[config.mk]
export PLATFORM = sky130hd
export DESIGN_NAME = afifo_wr_mux
export DESIGN_NICKNAME = d
export VERILOG_FILES = /design/src/rtl/afifo_wr_mux.sv
export SDC_FILE = /design/constraint.sdc
export NUM_CORES = 1
export LEC_CHECK = 0
export ABC_AREA = 1
export BUFFER_PORTS_ARGS = -buffer_cell sky130_fd_sc_hd__buf_4
export CORE_ASPECT_RATIO = 0.5
export CORE_MARGIN = 2
export CORE_UTILIZATION = 24
export CTS_BUF_LIST = sky130_fd_sc_hd__clkbuf_4 sky130_fd_sc_hd__clkbuf_8 sky130_fd_sc_hd__clkbuf_16
export CTS_CLUSTER_SIZE = 14
export DETAILED_ROUTE_END_ITERATION = 10
export GPL_ROUTABILITY_DRIVEN = 0
export SYNTH_ARGS = -nofsm -noshare
export SYNTH_HDL_FRONTEND = slang
export SYNTH_SLANG_ARGS = --single-unit
export TNS_END_PERCENT = 30
[constraint.sdc]
create_clock -name wclk -period 2.4 [get_ports wclk]
set_input_delay 0.12 -clock wclk [delete_from_list [all_inputs] [get_ports wclk]]
set_output_delay 0.12 -clock wclk [all_outputs]
set_load 0.05 [all_outputs]
[src/rtl/afifo_wr_mux.sv]
// afifo_wr_mux: write-side front end of the async FIFO.
// Merges NUM_CH valid/ready producer channels onto the single winc/wdata/wfull
// write port using round-robin arbitration with an optional burst lock of up to
// BURST_LEN consecutive beats per channel. Zero-latency datapath, wclk domain only.
// Optional build macro: AFIFO_WR_MUX_STATS_EN adds saturating per-channel beat
// counters (stat_beats) and a stall-cycle counter (stat_stall).
module afifo_wr_mux #(
    parameter int DATA_WIDTH = 32,
    parameter int ADDR_WIDTH = 8,
    parameter int NUM_CH     = 4,
    parameter int BURST_LEN  = 4
) (
    input  logic                           wclk,
    input  logic                           wrst_n,
    input  logic [NUM_CH-1:0]              ch_valid,
    input  logic [NUM_CH*DATA_WIDTH-1:0]   ch_data,
    output logic [NUM_CH-1:0]              ch_ready,
    input  logic                           wfull,
    output logic                           winc,
    output logic [DATA_WIDTH-1:0]          wdata,
    output logic [((NUM_CH > 1) ? $clog2(NUM_CH) : 1)-1:0] owner,
    output logic                           locked
`ifdef AFIFO_WR_MUX_STATS_EN
    ,
    output logic [NUM_CH*16-1:0]           stat_beats,
    output logic [15:0]                    stat_stall
`endif
);

    localparam int OW = (NUM_CH > 1) ? $clog2(NUM_CH) : 1;
    localparam int CW = (BURST_LEN > 1) ? $clog2(BURST_LEN) : 1;

    localparam logic [0:0] ST_IDLE = 1'b0;
    localparam logic [0:0] ST_LOCK = 1'b1;

    // Reject out-of-range configurations at elaboration time.
    if (NUM_CH < 2 || NUM_CH > 16 || BURST_LEN < 1 || BURST_LEN > 256 || ADDR_WIDTH < 1) begin : g_param_check
        $error("afifo_wr_mux: parameter out of range");
    end

    logic [0:0]    state_q, state_d;
    logic [OW-1:0] rr_ptr_q, rr_ptr_d;
    logic [OW-1:0] owner_q, owner_d;
    logic [CW-1:0] beat_cnt_q, beat_cnt_d;

    logic [OW-1:0] gnt;
    logic          grant_valid;
    logic [DATA_WIDTH-1:0] ch_words [NUM_CH];

    // Next channel index with explicit wrap so non-power-of-2 NUM_CH works.
    function automatic logic [OW-1:0] next_ch(input logic [OW-1:0] c);
        return (int'(c) == NUM_CH - 1) ? '0 : c + 1'b1;
    endfunction

    for (genvar gi = 0; gi < NUM_CH; gi++) begin : g_words
        assign ch_words[gi] = ch_data[gi*DATA_WIDTH +: DATA_WIDTH];
    end

    // Grant selection: locked owner in LOCK, rotating priority search in IDLE.
    always_comb begin
        logic [OW:0] sum;
        logic        found;
        // NOTE: every variable gets a default first so no path leaves it unassigned (no latches).
        gnt         = rr_ptr_q;
        grant_valid = 1'b0;
        found       = 1'b0;
        sum         = '0;
        if (state_q == ST_LOCK) begin
            gnt         = owner_q;
            grant_valid = ch_valid[owner_q];
        end else begin
            grant_valid = |ch_valid;
            for (int k = 0; k < NUM_CH; k++) begin
                sum = {1'b0, rr_ptr_q} + (OW+1)'(k);
                if (sum >= (OW+1)'(NUM_CH)) sum = sum - (OW+1)'(NUM_CH);
                if (!found && ch_valid[sum[OW-1:0]]) begin
                    found = 1'b1;
                    gnt   = sum[OW-1:0];
                end
            end
        end
    end

    // Zero-latency write port; reset gates the strobes combinationally.
    always_comb begin
        ch_ready      = '0;
        ch_ready[gnt] = wrst_n & grant_valid & ~wfull;
    end

    assign winc   = wrst_n & grant_valid & ch_valid[gnt] & ~wfull;
    assign wdata  = ch_words[gnt];
    assign owner  = gnt;
    assign locked = (state_q == ST_LOCK);

    // Arbitration FSM: lock a channel for a burst, rotate on burst end or gap.
    always_comb begin
        state_d    = state_q;
        rr_ptr_d   = rr_ptr_q;
        owner_d    = owner_q;
        beat_cnt_d = beat_cnt_q;
        case (state_q)
            ST_IDLE: begin
                if (winc) begin
                    if (BURST_LEN > 1) begin
                        state_d    = ST_LOCK;
                        owner_d    = gnt;
                        beat_cnt_d = CW'(1);
                    end else begin
                        rr_ptr_d = next_ch(gnt);
                    end
                end
            end
            ST_LOCK: begin
                if (!wfull) begin
                    if (ch_valid[owner_q] && beat_cnt_q != CW'(BURST_LEN - 1)) begin
                        beat_cnt_d = beat_cnt_q + 1'b1;
                    end else begin
                        // Last beat of the burst, or the owner went idle: release.
                        state_d    = ST_IDLE;
                        rr_ptr_d   = next_ch(owner_q);
                        beat_cnt_d = '0;
                    end
                end
            end
            default: state_d = ST_IDLE;
        endcase
    end

    // Arbitration state registers.
    always_ff @(posedge wclk or negedge wrst_n) begin
        if (!wrst_n) begin
            state_q    <= ST_IDLE;
            rr_ptr_q   <= '0;
            owner_q    <= '0;
            beat_cnt_q <= '0;
        end else begin
            // NOTE: sequential state uses non-blocking assignments so all flops update together.
            state_q    <= state_d;
            rr_ptr_q   <= rr_ptr_d;
            owner_q    <= owner_d;
            beat_cnt_q <= beat_cnt_d;
        end
    end

`ifdef AFIFO_WR_MUX_STATS_EN
    logic [NUM_CH*16-1:0] stat_beats_q;
    logic [15:0]          stat_stall_q;

    // Saturating transfer and stall counters.
    always_ff @(posedge wclk or negedge wrst_n) begin
        if (!wrst_n) begin
            // NOTE: the counter bank is software-visible, so it is reset rather than left as uninitialised storage.
            stat_beats_q <= '0;
            stat_stall_q <= '0;
        end else begin
            for (int i = 0; i < NUM_CH; i++) begin
                if (winc && gnt == OW'(i) && stat_beats_q[i*16 +: 16] != 16'hFFFF) begin
                    stat_beats_q[i*16 +: 16] <= stat_beats_q[i*16 +: 16] + 16'd1;
                end
            end
            if ((|ch_valid) && wfull && stat_stall_q != 16'hFFFF) begin
                stat_stall_q <= stat_stall_q + 16'd1;
            end
        end
    end

    assign stat_beats = stat_beats_q;
    assign stat_stall = stat_stall_q;
`endif

endmodule
==> impl_metrics.csv <==
group,metric,value,unit
run_status,outcome,"finished, violations left",
run_status,violations,"negative setup slack",
clocking,numCtsBuffers,3,
route,drc,0,
logic_synthesis,syn_nets,567,
place,dp_hpwl,6860,um
setup_path,rrSetupSlack,0.77,ns
die,rows,23,
logic_synthesis,syn_inst,430,
route,drt-pass1-iter-count,4,
flow_run,cap_violations,0,
final_layout,fin_area,4210,um2
logic_synthesis,yosysWarnings,0,
global_routing,grt_usage,0.178,
final_layout,area_growth,104,%
setup_path,worstPathArrival,2.34,ns
place,pre_cts_slack,0.170,ns
route,ant_nets,0,
logic_synthesis,ys_types,25,
global_routing,grt-ovfl-total,0,
place,numPortBuffers,174,
route,wl,10500,um
sta,setup_viol,25,
final_layout,diodes,0,
sta,slew_violations,0,
route,routedWlPerCell,14.5,um
global_routing,grt_pass1_wl,13900,um
route,vias_per_cell,4.68,
clocking,htreeDepth,1,
final_layout,nNetsFinal,749,
sta,hold_viol,0,
sta,worst_slack,-0.0604,ns
setup_path,cp.required,2.28,ns
sta,relSlewSlack,0.686,
logic_synthesis,syn_area,2070,um2
logic_synthesis,synth.yosys.seq_area_share,0.0848,
min_path,hp-class,"input port to async pin",
sta,finalCriticalPeriod,2.46,ns
final_layout,final_cell_mix,"234 x nand2_1, 152 x buf_4, 73 x nand3_1, 37 x nand2_2, 34 x buf_6",
setup_path,crit_fanout,8,
sta,period_share,1.03,
global_routing,first_global_vias,2941,
global_routing,grt_max_degree,41,
setup_path,start_kind,"flip-flop",
clocking,cts.path.max_buffers,2,
sta,tightest_slew,0.469,ns
final_layout,final_common_cell,"nand2_1",
logic_synthesis,yosys_most_used_dff,"dfrtp_1",
sta,fmax,0.406,GHz
clocking,clk_pin_slew,0.04,ns
setup_path,end_kind,"output pin",
route,drt_iter0_markers,235,
clocking,cts_tree,"done",
logic_synthesis,syn_area_per_cell,4.80,um2
die,fp.coreArea,8170,um2
die,io_pins,175,
logic_synthesis,ys_ff_latch,7,
clocking,clock_latency,0.23,ns
die,initial_core_util,0.253,
logic_synthesis,synth_edf_count,0,
sta,rsz0062_at_grt,"yes",
clocking,cts.sinks,7,
die,fp.dieW,135,um
route,dr_total_vias,3382,
logic_synthesis,async_reset_ff_frac,1.00,
sta,skew,0.000737,ns
setup_path,path_class,"flip-flop to output pin",
die,die_h,69.6,um
global_routing,antenna_found_initial,0,
final_layout,drive_above_1_share,0.442,
place,placed_area,3490,um2
die,dieArea,9410,um2
clocking,clock-root-buffer,"clkbuf_16",
==> cells in the mapped netlist, drive strengths merged (2+ instances only) <==
cell type / count / area share
nand2: 278 / 0.52
nand3: 75 / 0.18
buf: 22 / 0.085
inv: 17 / 0.033
clkbuf: 7 / 0.013
dfrtp: 7 / 0.085
nor2: 6 / 0.015
o21ai: 5 / 0.012
a21oi: 4 / 0.0097
nor3: 3 / 0.012
ha: 2 / 0.012
==> area by class of cell <==
class                      count  area (um2)
fill                         853        3960
timing repair buffer         205        1930
multi-input combinational    378        1800
sequential                     7         179
tap                          112         140
clock buffer                   4        82.6
inverter                      17        78.8
==> worst max-delay path: stages, from the launching register on <==
cell and delay, ns:
dfrtp_2 0.46, inv_4 0.13, nand2_2 0.05, nand2_2 0.10, nand2_2 0.08, nand2_4 0.10, nand2_2 0.06, nand2_2 0.07
nand2_2 0.05, nand2_2 0.08, nand2_4 0.07, nand2_8 0.11, nand2_4 0.11, clkbuf_16 0.20, nand2_1 0.08, nand2_1 0.05
nand2_1 0.06, nand2_1 0.05, buf_4 0.18
==> per-stage QoR <==
stage	hold WS, ns	util	instances	TNS [ns]
4_1_cts	0.239	0.445	705	0
2_1_floorplan	-0.176	-	430	0
5_1_grt	0.267	0.516	723	-5.06
3_3_place_gp	-0.0576	0.428	699	0
6_report	0.235	0.516	723	-0.472
3_5_place_dp	-0.0587	0.428	699	0
==> sequential cells by signal (all words and copies together), names as in the netlist <==
| name | cells |
|---|---|
| rr_ptr_q | 2 |
| locked | 1 |
| beat_cnt_q | 2 |
| owner_q | 2 |
==> cell families (layout without fill, tap and decap cells) <==
kind of cell | count (synthesis) | after routing | share of synthesized area
AO/OA/AOI/OAI | 12 | 12 | 0.0339
AND/OR/NAND/NOR | 363 | 364 | 0.738
flip-flops | 7 | 7 | 0.0848
adder cells (fa/ha/maj) | 2 | 2 | 0.0121
buffers and inverters | 46 | 226 | 0.131
==> what timing repair did <==
| item | 4_1_cts | 5_1_grt |
|---|---|---|
| cloned | 1 | 13 |
| buffers inserted | 0 | 5 |
| resized for setup | 7 | 80 |
| pin swaps | 0 | 22 |
| endpoints found under the setup margin | 36 | 37 |
| endpoints found under the hold margin | 7 | 0 |
| hold buffers | 1 | 0 |
==> metal layers <==
metal / share of wire / track usage / vias to the layer above
li1: - / - / 1718
met1: 0.42 / 0.209 / 1547
met2: 0.51 / 0.346 / 107
met3: 0.048 / 0.0197 / 10
met4: 0.012 / 0.0359 / 0
met5: 0 / 0 / -
==> final timing paths <==
check | start | to | cells past startpoint
max | rr_ptr_q[0]$_DFFE_PN0P_ | wdata[5] | 18
max in group asynchronous | wrst_n | rr_ptr_q[0]$_DFFE_PN0P_ | 2
min reg2reg | beat_cnt_q[0]$_DFFE_PN0P_ | beat_cnt_q[0]$_DFFE_PN0P_ | 2
min in group wclk | wfull | beat_cnt_q[0]$_DFFE_PN0P_ | 3
max reg2reg | owner_q[0]$_DFFE_PN0P_ | locked$_DFF_PN0_ | 7
min | wrst_n | owner_q[0]$_DFFE_PN0P_ | 2
Power is not shown: default switching activity piles up to over one toggle a cycle in this logic, so the estimate is an artifact.
